$ cat src/rtl/counter_pkg.sv
// Shared definitions for the loadable counter: default parameter values and
// the next-state selector used by the counter datapath and its assertions.
package counter_pkg;

  localparam int unsigned COUNTER_DEFAULT_WIDTH   = 8;
  localparam int unsigned COUNTER_DEFAULT_RST_VAL = 0;

  // Which source feeds the count register at the next rising edge.
  typedef enum logic [1:0] {
    HOLD = 2'd0,
    LOAD = 2'd1,
    INCR = 2'd2
  } counter_sel_e;

endpackage : counter_pkg

$ cat src/rtl/loadable_counter.sv
// Synchronous up-counter with parallel load (priority) and count enable.
// Default build: count wraps modulo 2^WIDTH and wrap pulses for one cycle
// after an increment from all-ones.
// Optional build macro LOADABLE_COUNTER_SATURATE_EN: increments stop at
// all-ones and wrap becomes a level "saturated" flag, cleared by load/reset.
// Both outputs come straight from registers; no input reaches an output
// combinationally.
module loadable_counter
  import counter_pkg::*;
#(
  parameter int unsigned      WIDTH   = COUNTER_DEFAULT_WIDTH,
  parameter logic [WIDTH-1:0] RST_VAL = WIDTH'(COUNTER_DEFAULT_RST_VAL)
) (
  input  logic             clk,
  input  logic             rst_n,
  input  logic [WIDTH-1:0] data_in,
  input  logic             load,
  input  logic             enable,
  output logic [WIDTH-1:0] count,
  output logic             wrap
);

  localparam logic [WIDTH-1:0] ALL_ONES = {WIDTH{1'b1}};

  counter_sel_e     sel_d;
  logic [WIDTH-1:0] count_d, count_q;
  logic             wrap_d, wrap_q;

  // Select the next-state source: load beats enable, otherwise hold.
  always_comb begin
    sel_d = HOLD;
    if (load) begin
      sel_d = LOAD;
    end else if (enable) begin
      sel_d = INCR;
    end
  end

  // Compute next count and next wrap/saturated flag from the selected source.
  always_comb begin
    count_d = count_q;
    wrap_d  = 1'b0;
    case (sel_d)
      LOAD: begin
        // A load never raises the flag, whatever value is loaded.
        count_d = data_in;
        wrap_d  = 1'b0;
      end
      INCR: begin
`ifdef LOADABLE_COUNTER_SATURATE_EN
        count_d = (count_q == ALL_ONES) ? count_q : count_q + WIDTH'(1);
        wrap_d  = (count_d == ALL_ONES);
`else
        count_d = count_q + WIDTH'(1);
        wrap_d  = (count_q == ALL_ONES);
`endif
      end
      HOLD: begin
`ifdef LOADABLE_COUNTER_SATURATE_EN
        // Saturated flag is a level: it persists while the count sits still.
        wrap_d = wrap_q;
`else
        wrap_d = 1'b0;
`endif
      end
      default: begin
        count_d = count_q;
        wrap_d  = 1'b0;
      end
    endcase
  end

  // State registers with asynchronous active-low reset.
  always_ff @(posedge clk or negedge rst_n) begin
    if (!rst_n) begin
      count_q <= RST_VAL;
      wrap_q  <= 1'b0;
    end else begin
      count_q <= count_d;
      wrap_q  <= wrap_d;
    end
  end

  assign count = count_q;
  assign wrap  = wrap_q;

`ifndef SYNTHESIS
  // A load request always lands data_in, regardless of enable.
  a_load_priority: assert property (
    @(posedge clk) disable iff (!rst_n)
    load |=> (count == $past(data_in))
  ) else $error("load did not take priority over enable");

`ifndef LOADABLE_COUNTER_SATURATE_EN
  // The wrap indication lasts exactly one cycle.
  a_wrap_pulse: assert property (
    @(posedge clk) disable iff (!rst_n)
    wrap |=> !wrap
  ) else $error("wrap held for more than one cycle");
`endif
`endif

endmodule : loadable_counter

$ cat config.mk
export PLATFORM = sky130hd
export DESIGN_NAME = loadable_counter
export DESIGN_NICKNAME = d
export VERILOG_FILES = /design/src/rtl/counter_pkg.sv /design/src/rtl/loadable_counter.sv
export SDC_FILE = /design/constraint.sdc
export NUM_CORES = 1
export LEC_CHECK = 0
export CAP_MARGIN = 20
export CELL_PAD_IN_SITES_DETAIL_PLACEMENT = 1
export CELL_PAD_IN_SITES_GLOBAL_PLACEMENT = 1
export CORE_AREA = 2 2 42 44
export CTS_BUF_LIST = sky130_fd_sc_hd__clkbuf_4
export DETAILED_ROUTE_END_ITERATION = 6
export DIE_AREA = 0 0 44 46
export GPL_TIMING_DRIVEN = 0
export PLACE_DENSITY_LB_ADDON = 0.1
export SYNTH_ARGS = -nofsm -noshare
export SYNTH_HDL_FRONTEND = slang
export SYNTH_SLANG_ARGS = --single-unit
$ cat constraint.sdc
create_clock -name clk -period 3.36 [get_ports clk]
set_input_delay 0.336 -clock clk [delete_from_list [all_inputs] [get_ports clk]]
set_output_delay 0.336 -clock clk [all_outputs]
set_load 0.05 [all_outputs]
---- Word level (Yosys, flattened, before mapping) ----
Cells that the tools add are included.
operators by class
  add/sub/neg operators ................... 1
  equal/unequal tests ..................... 3
  mux-type cells .......................... 4
  reductions and logical operators ........ 1
operators with widths
  cell                                                 number
  one-hot mux 8 bit (2 select lines)                   1
  adder 8 x 1 -> 8 bit, second input constant          1
  equality test 8 bit, second input constant           1
  2-to-1 mux 2 bit                                     2
  equality test 2 x 1 -> 1 bit, second input constant  1
  equality test 2 bit, second input constant           1
  nonzero test 2 bit                                   1
  2-to-1 mux 1 bit                                     1
storage, ports and cells
  register bits ........................... 9
  output and inout bits ................... 9
  logic and storage cells ................. 11

---- Logic depth before layout (Yosys ltp) ----
  depth in word-level cells ............... 4
  gate-level depth with buffers ........... 4
  depth with buffers taken out ............ 4

---- Worst setup path before layout ----
OpenSTA, ideal clock, no wires.
  path kind ............................... reg2reg
  start point ............................. register count_q[2], in the netlist count[2]
  end point ............................... register count_q[7], in the netlist count[7]
  arrival ................................. 1.485 ns
  data required time ...................... 3.291 ns
  slack ................................... 1.807 ns
  stages on the path, launching flop included .. 4
  buffers on the path ..................... 0
  clock period less this slack ............ 1.553 ns
  cell sequence ........................... dfrtp_1 -> nand4_2 -> or4_1 -> nand3_1
on the way
  longest elaborated chain between the ends .. 2
RTL lines
  item                                line                    source
  start, declared                     loadable_counter.sv:26  logic [WIDTH-1:0] count_d, count_q;
  start signal, assigned              loadable_counter.sv:79  count_q <= count_d;
  adder 8 x 1 -> 8 bit                loadable_counter.sv:54  count_d = count_q + WIDTH'(1);
  one-hot mux 8 bit (2 select lines)  loadable_counter.sv:43  case (sel_d)
Every way passes these cells.
A chain may end at the register's enable or synchronous reset.

---- Worst setup path after layout ----
  start point ............................. register count_q[3], in the netlist count[3]
  end point ............................... output count[3]
RTL lines
  item           line                    source
  end, declared  loadable_counter.sv:19  output logic [WIDTH-1:0] count,
No word-level cell between the ends.

==> flow_summary.toml <==
[clock_tree]
clk_pin_slew_worst_paths_ns = 0.07
htreeDepth = 1
cts_sinks = 9
cts_tree = "yes"
root_buffer = "clkbuf_4"
clk_path_buf_depth = 2
clock_latency_ns = 0.26
postCtsSetupBuffers = 0
cts_resized = 0
numCtsBuffers = 3
cts-hold-fix-buffers = 0

[worst_setup_path]
crit_fanout = 6
cp_top_family = "buffers and inverters"
slowest_delay_ns = 0.85
crit_arrival_ns = 1.58
crit_path_end_kind = "output pin"
crit_chain = "clkdlybuf4s50_1"
path_class = "reg -> out"
start_kind = "register"
cpMaxStageDelayCell = "clkdlybuf4s50_1"
critPathRequiredTime_ns = 3.02
crit_buf_inv = 1

[sta]
period_minus_slack_ns = 1.91
slew_violations = 0
rsz0062_at_grt = "no"
setup_viol = 0
hold_viol = 0
setup-tns-final_ns = 0
finClkSkew_ns = 0.00342
relSlewSlack_pct = 67.0
tightest_slew_ns = 0.494
post-route-period-util_pct = 57.0
max_freq_mhz = 523

[cells_and_area]
antennaDiodeCount = 0
nNetsFinal = 88
drive_gt1_share_pct = 12.2
syn2layout_area_growth_pct = 47.3
fillers = 195
design_area_um2 = 721

[global_routing]
overflow = 0
grt_pass1_wl_um = 2060
grt_max_degree = 11
antenna_found_initial = 0
grt_usage_pct = 14.7
grt_pass1_vias = 472

[drt]
vias = 469
vias_per_cell = 5.15
drc = 0
final_antenna_net_count = 0
drt_pass1_iterations = 2
drt_iter0_drc = 4
routedWlPerCell_um = 13.8
routed_wl_um = 1260

[placed_design]
numPortBuffers = 18
hpwl_um = 899
post_dp_cell_area_um2 = 691
gp_congestion = 0.718

[power]
p_switching_mw = 0.120
seq_power_share_pct = 40.0
p_int_mw = 0.215
p_leak_nw = 0.304
clkPwrFrac_pct = 29.1
combPwrFrac_pct = 31.0
irDropWorstVdd_v = 0.000247
p_sw_share_pct = 35.8
power_density_nw_per_um2 = 464

[synthesis]
postSynthNetCount = 65
avgSynthCellArea_um2 = 9.41
synth.cell_area_um2 = 489
yosysSeqAreaShare_pct = 46.0
synth-seq-cells = 9
yosysWarnings = 0
yosysUniqueCellTypes = 21
synth_cells = 52

[run]
drv_cap = 0

[floorplan]
die_y_um = 46
die_area_um2 = 2020
rows = 15
core_um2 = 1610
start_util_pct = 30.3
die_w_um = 44
boundaryPins = 21

[hold_path]
hold_path.class = "in -> async"

[run_status]
outcome = "complete, no violations"
[cell usage after synthesis]
cell type  number  area share (%)
nand4_2         1             2.6
nor2b_1         2             2.6
xor2_1          3             5.4
or2_2           1             1.3
nand2b_1        1             1.3
inv_1           1            0.77
nand3_1         2             2.0
and3_1          1             1.3
nand2_1        10             7.7
nand4_1         3             3.8
xnor2_1         1             1.8
ha_1            1             2.6
mux2i_1         1             2.0
or4_1           2             3.1
a41o_2          1             2.3
clkbuf_1        1            0.77
nor3_1          1             1.0
dfrtp_1         9              46
buf_4           2             3.1
o211ai_1        1             1.5
o21ai_0         7             7.2
[logic make-up (layout without fill, tap and decap cells)]
group	count (synthesis)	after routing	synth area share (%)
fa+ha+maj	1	1	2.56
xor+xnor	4	4	7.16
flops	9	9	46.0
mux	1	1	2.05
compound gates	9	9	11.0
simple gates	24	24	26.6
buf+inv	4	26	4.60
[power groups by stage]
stage | registers [mW] | logic [mW] | clock network (mW)
floorplan | 0.171 | 0.0270 | 0
global placement | 0.135 | 0.104 | 0
detailed placement | 0.136 | 0.105 | 0
CTS | 0.134 | 0.105 | 0.0994
global route | 0.136 | 0.112 | 0.106
finish | 0.134 | 0.104 | 0.0972
[placed cells by master (no fill, tap or decap), types with 2 or more instances in the layout]
| master | instances |
|---|---|
| nand3_1 | 2 |
| o21ai_0 | 7 |
| clkbuf_4 | 4 |
| nor2b_1 | 2 |
| xor2_1 | 3 |
| clkdlybuf4s50_1 | 18 |
| nand4_1 | 3 |
| or4_1 | 2 |
| dfrtp_1 | 9 |
| nand2_1 | 10 |
| buf_4 | 2 |
[metrics by stage]
stage                     setup WS (ns)  utilization [%]  instances  hold WS [ns]  power (mW)
after floorplan                    1.81                -         52        0.0404       0.198
after global placement             1.74             42.8         87         0.541       0.239
after detailed placement           1.74             42.8         87         0.543       0.241
after CTS                          1.44             44.7         91         0.390       0.339
after global routing               1.38             44.7         91         0.416       0.354
final                              1.45             44.7         91         0.371       0.334
[sequential cells by signal (all words and copies together), names as in the netlist]
register,cells
wrap,1
count,8
[area by class of cell]
cell class                      instances  area [µm²]  share of cell area, %
Clock buffer                            4        30.0                   4.17
Timing Repair Buffer                   18         180                   25.0
Buffer                                  3        18.8                   2.60
Multi-Input combinational cell         39         241                   33.5
Inverter                                1        3.75                  0.521
Tap cell                               17        21.3                   2.95
Sequential cell                         9         225                   31.3
[final timing paths]
check                      startpoint  slack, ns  cells past startpoint        to
max in group asynchronous       rst_n       2.69                      1  count[5]
max                          count[3]       1.45                      1  count[3]
min                             rst_n       0.37                      1  count[2]
max reg2reg                  count[2]       2.05                      3  count[7]
min reg2reg                  count[7]       0.55                      2      wrap
min in group clk               enable       0.42                      3      wrap
[metal layers]
metal  wire length [µm]  up-vias  global-route usage (%)  part of all wire [%]
met2                634       15                    24.1                    50
met3                 58        2                    4.76                   4.6
li1                   -      227                       -                     -
met4                 17        0                    7.27                   1.4
met1                549      225                    17.3                    44
met5                  0        -                       0                     0
Note: power is estimated with default switching activity, not from simulation.
